$ cat config.mk
export PLATFORM = sky130hd
export DESIGN_NAME = interruption_controller_flat
export DESIGN_NICKNAME = d
export VERILOG_FILES = /design/src/rtl/interruption_controller_pkg.sv /design/src/rtl/interruption_controller_if.sv /design/src/rtl/interruption_controller_task_clk_gate.sv /design/src/rtl/interruption_controller.sv /design/src/flat_wrapper.sv
export SDC_FILE = /design/constraint.sdc
export NUM_CORES = 1
export LEC_CHECK = 0
export BUFFER_PORTS_ARGS = -buffer_cell sky130_fd_sc_hd__buf_2
export CAP_MARGIN = 10
export CELL_PAD_IN_SITES_DETAIL_PLACEMENT = 1
export CELL_PAD_IN_SITES_GLOBAL_PLACEMENT = 1
export CORE_MARGIN = 5
export CORE_UTILIZATION = 39
export CTS_CLUSTER_SIZE = 10
export DETAILED_ROUTE_END_ITERATION = 16
export HOLD_SLACK_MARGIN = 0.02
export PLACE_DENSITY = 0.9
export SETUP_SLACK_MARGIN = 0.5
export SYNTH_ARGS = -nofsm -noshare
export SYNTH_HDL_FRONTEND = slang
export SYNTH_HIERARCHICAL = 1
export SYNTH_SLANG_ARGS = --single-unit
$ cat constraint.sdc
create_clock -name sys_clk -period 4.4 [get_ports sys_clk]
set_clock_uncertainty 0.05 [all_clocks]
set_input_delay 1.32 -clock sys_clk [delete_from_list [all_inputs] [get_ports sys_clk]]
set_output_delay 1.32 -clock sys_clk [all_outputs]
set_load 0.02 [all_outputs]
$ cat src/rtl/interruption_controller_pkg.sv
// Shared types and default sizes for the task-clock interruption controller.
package interruption_controller_pkg;

    localparam int unsigned CNT_W_DEF  = 32;
    localparam int unsigned NUM_BP_DEF = 4;
    localparam int unsigned STEP_W_DEF = 16;

    typedef enum logic [1:0] {
        ST_IDLE = 2'd0,
        ST_RUN  = 2'd1,
        ST_STEP = 2'd2,
        ST_HALT = 2'd3
    } state_e;

    // Task clock is enabled only while running or stepping.
    function automatic logic ce_of(state_e s);
        return (s == ST_RUN) || (s == ST_STEP);
    endfunction

endpackage

$ cat src/rtl/interruption_controller_if.sv
// Host-side control/status bundle of the interruption controller.
interface interruption_controller_if
    import interruption_controller_pkg::*;
#(
    parameter int unsigned CNT_W  = CNT_W_DEF,
    parameter int unsigned NUM_BP = NUM_BP_DEF,
    parameter int unsigned STEP_W = STEP_W_DEF
) ();

    logic                     run_en;
    logic                     clear;
    logic                     resume;
    logic                     step_req;
    logic [STEP_W-1:0]        step_count;
    logic                     ext_halt;
    logic [NUM_BP*CNT_W-1:0]  bp_value;
    logic [NUM_BP-1:0]        bp_enable;

    logic                     task_clk;
    logic                     task_clk_ce;
    logic [CNT_W-1:0]         cycle_count;
    logic                     halted;
    logic [NUM_BP-1:0]        bp_hit;
    logic                     ext_hit;
    logic                     overflow;
    logic [1:0]               state;

    modport master (
        output run_en, clear, resume, step_req, step_count, ext_halt, bp_value, bp_enable,
        input  task_clk, task_clk_ce, cycle_count, halted, bp_hit, ext_hit, overflow, state
    );

    modport slave (
        input  run_en, clear, resume, step_req, step_count, ext_halt, bp_value, bp_enable,
        output task_clk, task_clk_ce, cycle_count, halted, bp_hit, ext_hit, overflow, state
    );

endinterface

$ cat src/rtl/interruption_controller_task_clk_gate.sv
// Glitch-free clock gate: BUFGCE on the FPGA, latch-based gate otherwise.
module task_clk_gate (
    input  logic clk_i,
    input  logic ce_i,
    output logic clk_o
);

`ifdef USE_BUFGCE
    BUFGCE u_bufgce (.I(clk_i), .CE(ce_i), .O(clk_o));
`else
    logic en_lat;

    // Enable is captured while the clock is low so the gated high phase is never cut short.
    always_latch begin
        if (!clk_i) en_lat <= ce_i;
    end

    assign clk_o = clk_i & en_lat;
`endif

endmodule

$ cat src/rtl/interruption_controller.sv
// Gates the task clock, counts delivered edges and halts on breakpoints or external request.
module interruption_controller
    import interruption_controller_pkg::*;
#(
    parameter int unsigned CNT_W  = CNT_W_DEF,
    parameter int unsigned NUM_BP = NUM_BP_DEF,
    parameter int unsigned STEP_W = STEP_W_DEF
) (
    input  logic                      sys_clk,
    input  logic                      sys_reset_n,
    interruption_controller_if.slave  bus
);

    state_e              state_q, state_d;
    logic [CNT_W-1:0]    cnt_q, cnt_d, cnt_inc;
    logic [STEP_W-1:0]   step_q, step_d;
    logic [NUM_BP-1:0]   bp_hit_q, bp_hit_d, hit;
    logic                ext_hit_q, ext_hit_d;
    logic                ovf_q, ovf_d;
    logic                ce_q;
    logic                halted_q;

    assign cnt_inc = cnt_q + CNT_W'(1);

    // Comparators look at the count this cycle's edge will produce.
    for (genvar i = 0; i < int'(NUM_BP); i++) begin : g_bp
        assign hit[i] = ce_q & bus.bp_enable[i]
                      & (cnt_inc == bus.bp_value[i*CNT_W +: CNT_W]);
    end

    // State and status registers; ce and halted are decoded from next state so they are registered.
    always_ff @(posedge sys_clk or negedge sys_reset_n) begin
        if (!sys_reset_n) begin
            state_q   <= ST_IDLE;
            cnt_q     <= '0;
            step_q    <= '0;
            bp_hit_q  <= '0;
            ext_hit_q <= 1'b0;
            ovf_q     <= 1'b0;
            ce_q      <= 1'b0;
            halted_q  <= 1'b0;
        end else begin
            state_q   <= state_d;
            cnt_q     <= cnt_d;
            step_q    <= step_d;
            bp_hit_q  <= bp_hit_d;
            ext_hit_q <= ext_hit_d;
            ovf_q     <= ovf_d;
            ce_q      <= ce_of(state_d);
            halted_q  <= (state_d == ST_HALT);
        end
    end

    // Next-state logic; priority clear > ext_halt > bp hit > step done > run_en drop > resume/step.
    always_comb begin
        state_d   = state_q;
        cnt_d     = ce_q ? cnt_inc : cnt_q;
        step_d    = step_q;
        bp_hit_d  = bp_hit_q;
        ext_hit_d = ext_hit_q;
        ovf_d     = ovf_q | (ce_q & (&cnt_q));

        if (bus.clear) begin
            state_d   = ST_IDLE;
            cnt_d     = '0;
            step_d    = '0;
            bp_hit_d  = '0;
            ext_hit_d = 1'b0;
            ovf_d     = 1'b0;
        end else begin
            case (state_q)
                ST_IDLE: begin
                    if (bus.ext_halt) begin
                        state_d   = ST_HALT;
                        ext_hit_d = 1'b1;
                        bp_hit_d  = '0;
                    end else if (bus.run_en) begin
                        state_d = ST_RUN;
                    end
                end
                ST_RUN, ST_STEP: begin
                    if (state_q == ST_STEP) step_d = step_q - STEP_W'(1);
                    if (bus.ext_halt) begin
                        state_d   = ST_HALT;
                        ext_hit_d = 1'b1;
                        bp_hit_d  = '0;
                    end else if (|hit) begin
                        state_d   = ST_HALT;
                        bp_hit_d  = hit;
                        ext_hit_d = 1'b0;
                    end else if ((state_q == ST_STEP) && (step_q == STEP_W'(1))) begin
                        state_d = ST_HALT;
                    end else if ((state_q == ST_RUN) && !bus.run_en) begin
                        state_d = ST_IDLE;
                    end
                end
                ST_HALT: begin
                    if (bus.step_req && (bus.step_count != '0)) begin
                        state_d   = ST_STEP;
                        step_d    = bus.step_count;
                        bp_hit_d  = '0;
                        ext_hit_d = 1'b0;
                    end else if (bus.resume && bus.run_en) begin
                        state_d   = ST_RUN;
                        bp_hit_d  = '0;
                        ext_hit_d = 1'b0;
                    end
                end
                default: state_d = ST_IDLE;
            endcase
        end
    end

    task_clk_gate u_gate (
        .clk_i (sys_clk),
        .ce_i  (ce_q),
        .clk_o (bus.task_clk)
    );

    assign bus.task_clk_ce = ce_q;
    assign bus.cycle_count = cnt_q;
    assign bus.halted      = halted_q;
    assign bus.bp_hit      = bp_hit_q;
    assign bus.ext_hit     = ext_hit_q;
    assign bus.overflow    = ovf_q;
    assign bus.state       = state_q;

endmodule
$ cat src/flat_wrapper.sv
// flat-port wrapper written by rule: the top's interface ports become plain ports
module interruption_controller_flat import interruption_controller_pkg::*;
#(
    parameter int unsigned CNT_W  = CNT_W_DEF,
    parameter int unsigned NUM_BP = NUM_BP_DEF,
    parameter int unsigned STEP_W = STEP_W_DEF
)
  (sys_clk, sys_reset_n, bus_run_en, bus_clear, bus_resume, bus_step_req, bus_step_count, bus_ext_halt, bus_bp_value, bus_bp_enable, bus_task_clk, bus_task_clk_ce, bus_cycle_count, bus_halted, bus_bp_hit, bus_ext_hit, bus_overflow, bus_state);
  interruption_controller_if #(.CNT_W(CNT_W), .NUM_BP(NUM_BP), .STEP_W(STEP_W)) bus_i ();
  input  logic sys_clk;
  input  logic sys_reset_n;
  input wire logic [$bits(bus_i.run_en)-1:0] bus_run_en;
  input wire logic [$bits(bus_i.clear)-1:0] bus_clear;
  input wire logic [$bits(bus_i.resume)-1:0] bus_resume;
  input wire logic [$bits(bus_i.step_req)-1:0] bus_step_req;
  input wire logic [$bits(bus_i.step_count)-1:0] bus_step_count;
  input wire logic [$bits(bus_i.ext_halt)-1:0] bus_ext_halt;
  input wire logic [$bits(bus_i.bp_value)-1:0] bus_bp_value;
  input wire logic [$bits(bus_i.bp_enable)-1:0] bus_bp_enable;
  output wire logic [$bits(bus_i.task_clk)-1:0] bus_task_clk;
  output wire logic [$bits(bus_i.task_clk_ce)-1:0] bus_task_clk_ce;
  output wire logic [$bits(bus_i.cycle_count)-1:0] bus_cycle_count;
  output wire logic [$bits(bus_i.halted)-1:0] bus_halted;
  output wire logic [$bits(bus_i.bp_hit)-1:0] bus_bp_hit;
  output wire logic [$bits(bus_i.ext_hit)-1:0] bus_ext_hit;
  output wire logic [$bits(bus_i.overflow)-1:0] bus_overflow;
  output wire logic [$bits(bus_i.state)-1:0] bus_state;
  assign bus_i.run_en = bus_run_en;
  assign bus_i.clear = bus_clear;
  assign bus_i.resume = bus_resume;
  assign bus_i.step_req = bus_step_req;
  assign bus_i.step_count = bus_step_count;
  assign bus_i.ext_halt = bus_ext_halt;
  assign bus_i.bp_value = bus_bp_value;
  assign bus_i.bp_enable = bus_bp_enable;
  assign bus_task_clk = bus_i.task_clk;
  assign bus_task_clk_ce = bus_i.task_clk_ce;
  assign bus_cycle_count = bus_i.cycle_count;
  assign bus_halted = bus_i.halted;
  assign bus_bp_hit = bus_i.bp_hit;
  assign bus_ext_hit = bus_i.ext_hit;
  assign bus_overflow = bus_i.overflow;
  assign bus_state = bus_i.state;
  interruption_controller #(.CNT_W(CNT_W), .NUM_BP(NUM_BP), .STEP_W(STEP_W)) u_core (.sys_clk(sys_clk), .sys_reset_n(sys_reset_n), .bus(bus_i));
endmodule
==> results list <==
- The flow ran to the end, but the final reports show violations.
- The final reports fail on negative setup slack.
- The worst-case IR drop observed on VDD is 0.0003388 V.
- The final count of hold timing violations came to 0.
- Once the floorplan was initialized, standard cells occupied 39.94% of the core.
- Drt via density: 6.202
* Most common cell after layout, fill and taps aside: buf_2
- Crit-path slowest cell: dlxtn_1
* DRT antenna net count: 0
- Y dimension of the die: 143.6 um
- Vias after detailed routing: 8335
* Area added between synthesis and finish: 30.05%
- Average size of a mapped cell: 7.825 um2
- TritonCTS clock tree: built
- Broken down by cell family, the worst path's largest delay share belongs to latches.
* Core region area: 0.01742 mm2
- Startpoint of the worst hold path: u_core/bus.bp_hit[0]$_DFFE_PN0P_
- Maximum number of pins on one net before global-route repair: 56
- Count of flip-flops with a built-in enable after synthesis: 0
- Critical path class: latch -> out
- Ys Warns: 6
* Remaining max-slew budget at the tightest pin: 22.45%
- Launch point of the worst reg-to-reg path: u_core/bus.cycle_count[13]$_DFFE_PN0P_
- Crit path DAT: 3.30 ns
- Summing all flip-flop and latch instances after layout gives 0.001468 mm2.
* Number of nets in the finished design: 1278
- Hold timing on the final database bottoms out at a slack of 0.4400 ns.
- # setup viols final: 2
- The filler cells instantiated in the layout total 2210.
- Wires add up to 32.59 mm.
- At the pin with the least slew margin, the transition time is 1.161 ns.
- Classification of the worst-slack hold path: reg -> reg
- Ys flop type: dfrtp_1
* Highest cell delay on the worst timing path: 0.39 ns
- Max-cap violation count: 0
- In this run, post-CTS hold repair placed 0 buffers.
- Clock input transition at the sequential cells of the worst setup and hold paths: 0.05 ns
- The number of antenna diodes in the final layout is 0.
- The netlist uses 76 different library cells.
- Wire length of the first global-routing pass: 48.70 mm
* Post-synth ARST share: 98.31%
* Cells after DPL: 1314
* Number of design rule violations left after detail routing: 0
- The floorplan step defined a die boundary enclosing 0.02061 mm2.
- Number of detailed-route iterations in the first pass: 6
- Counting flops and latches in the post-synthesis netlist gives 59.
- Required time at the worst-slack endpoint: 3.03 ns
- The via count of the first global-routing pass was 8443.
- Setup repair after global routing could not meet its margin everywhere.
* Top fanout value on the critical path: 1
- Antenna violations before repair: 2
- Tracing the worst setup path back leads to its startpoint at u_core/u_gate/en_lat$_DLATCH_N_.
* Layout cells sized above 1: 30.83%
- Post-synth design cell area: 0.006957 mm2
* Minimum setup slack in the final design: -0.2689 ns
* Congestion Overflow GR: 0
- The worst setup path is launched from a latch.
- Power spread over the standard cell area amounts to 309.8 mW/mm2.
- DRC violation total after the first TritonRoute iteration: 637
- In this run the static leakage power is 3.870 nW.
- In the layout the commonest cells are buf_2, xnor2_1, nand2_1.
* Cells along the critical path: and2_4 -> buf_6
- Post-route non-filler standard cell count: 1344
- The multi-input combinational cells in the finished layout cover a total of 0.005280 mm2.
* Die Wd: 143.6 um
- Routability congestion estimate from global placement: 1.015
- Slew Viols, Final: 0
- 198 I/O pins were placed.
* Overall routing resource usage: 30.92%
- After detailed routing, the average wire length per cell comes to 24.25 um.
- For the worst-skew pair, the clock arrives at the later sink with an insertion delay of 0.45 ns.
- Prior to clock tree synthesis, the placed netlist has a worst setup slack of -0.09859 ns.
- Number of port buffers: 197
* Worst path bufs/invs: 1
- Once detailed placement completed, the half-perimeter wirelength came to 25.21 mm.
- Number of placement rows: 48
* Post-synthesis cell count: 889
- STA classifies the critical path endpoint as an output pin.
- When the netlist entered floorplanning its net count stood at 1053.
## timing repair
item                       4_1_cts  5_1_grt
cloned                           0        1
buffers inserted                 2        8
pin swaps                        2        8
hold endpoints to repair         0        0
setup endpoints to repair        5        4
resized for setup               10       27
## cell type report
cell class | count | area share [%]
Sequential cell | 59 | 16.22
Inverter | 21 | 0.8712
Clock inverter | 6 | 0.7191
Tap cell | 225 | 3.112
Multi-Input combinational cell | 747 | 58.36
Clock buffer | 14 | 3.485
Timing Repair Buffer | 272 | 17.23
## logic make-up (layout without fill, tap and decap cells)
| kind of cell | count (synthesis) | after routing | share of synthesized area, % |
|---|---|---|---|
| multiplexers | 7 | 7 | 1.025 |
| XOR/XNOR | 177 | 177 | 23.67 |
| buffers and inverters | 84 | 313 | 5.576 |
| adder cells (fa/ha/maj) | 9 | 9 | 1.619 |
| flip-flops | 58 | 58 | 20.86 |
| AND/OR/NAND/NOR | 369 | 370 | 29.66 |
| AO/OA/AOI/OAI | 184 | 184 | 17.37 |
| latches | 1 | 1 | 0.2158 |
## synth_stat cells, drive strengths merged (7+ instances only)
cell type	number	area, um2
o22ai	7	43.79
a21oi	53	265.3
nand2	79	299.0
and2	8	50.05
dfrtp	58	1451
nor2b	8	50.05
inv	21	78.83
nand2b	20	125.1
nor4	30	206.5
xnor2	111	972.2
nor2	77	311.5
a2111oi	8	70.07
ha	9	112.6
nand4	31	219.0
and4	7	61.31
o21ai	44	224.0
nand3	28	167.7
nor3	29	183.9
xnor3	7	157.7
or3	14	92.59
xor2	59	516.8
clkbuf	28	105.1
and3	8	55.05
buf	35	204.0
or4	7	63.81
## worst paths after layout
kind                                               endpoint  slack (ns)  depth (start not counted)
hold / removal             u_core/bus.bp_hit[0]$_DFFE_PN0P_        0.44                          1
hold reg to reg            u_core/bus.bp_hit[0]$_DFFE_PN0P_        0.44                          1
max in group asynchronous     u_core/bus.state[1]$_DFF_PN0_        2.59                          2
setup / recovery                               bus_task_clk       -0.27                          2
min in group asynchronous      u_core/step_q[7]$_DFFE_PN0P_        0.87                          1
setup reg to reg           u_core/bus.task_clk_ce$_DFF_PN0_        0.52                         11
## metrics by stage
step / setup TNS, ns / power, W / util, % / instance area [um2]
floorplan: 0 / 0.001470 / - / 6959
global placement: 0 / 0.001820 / 48.37 / 8424
detailed placement: -0.09859 / 0.001872 / 48.37 / 8424
CTS: -0.2834 / 0.002777 / 50.85 / 8856
global route: -0.3007 / 0.002968 / 51.95 / 9047
finish: -0.2689 / 0.002803 / 51.95 / 9047
## where the power goes
| group | total [W] | switching [W] | internal [W] |
|---|---|---|---|
| sequential | 0.000724 | 0.0000980 | 0.000626 |
| clock | 0.000890 | 0.000317 | 0.000573 |
| combinational | 0.00119 | 0.000726 | 0.000463 |
## per-layer routing
metal / up-vias / global-route usage, % / part of all wire (%)
li1: 3656 / - / -
met1: 4069 / 38.83 / 39
met2: 499 / 51.83 / 47
met3: 107 / 6.323 / 9.4
met4: 4 / 12.74 / 4.3
met5: - / 0 / 0.077
## worst reg2reg max path, delay by kind of cell (launching register included)
family	cells	cell delay, ns
AO/OA/AOI/OAI	4	1.00
XOR/XNOR	1	0.15
adder cells (fa/ha/maj)	1	0.29
flip-flops	1	0.37
AND/OR/NAND/NOR	5	1.91
## flip-flops by register name, indices dropped and copies added, names as in the netlist
signal and flops:
u_core/bus.bp_hit 4, u_core/bus.overflow 1, u_core/bus.task_clk_ce 1, u_core/bus.halted 1
u_core/step_q 16, u_core/bus.ext_hit 1, u_core/u_gate/en_lat 1, u_core/bus.cycle_count 32
u_core/bus.state 2
(Power assumes the default switching activity.)
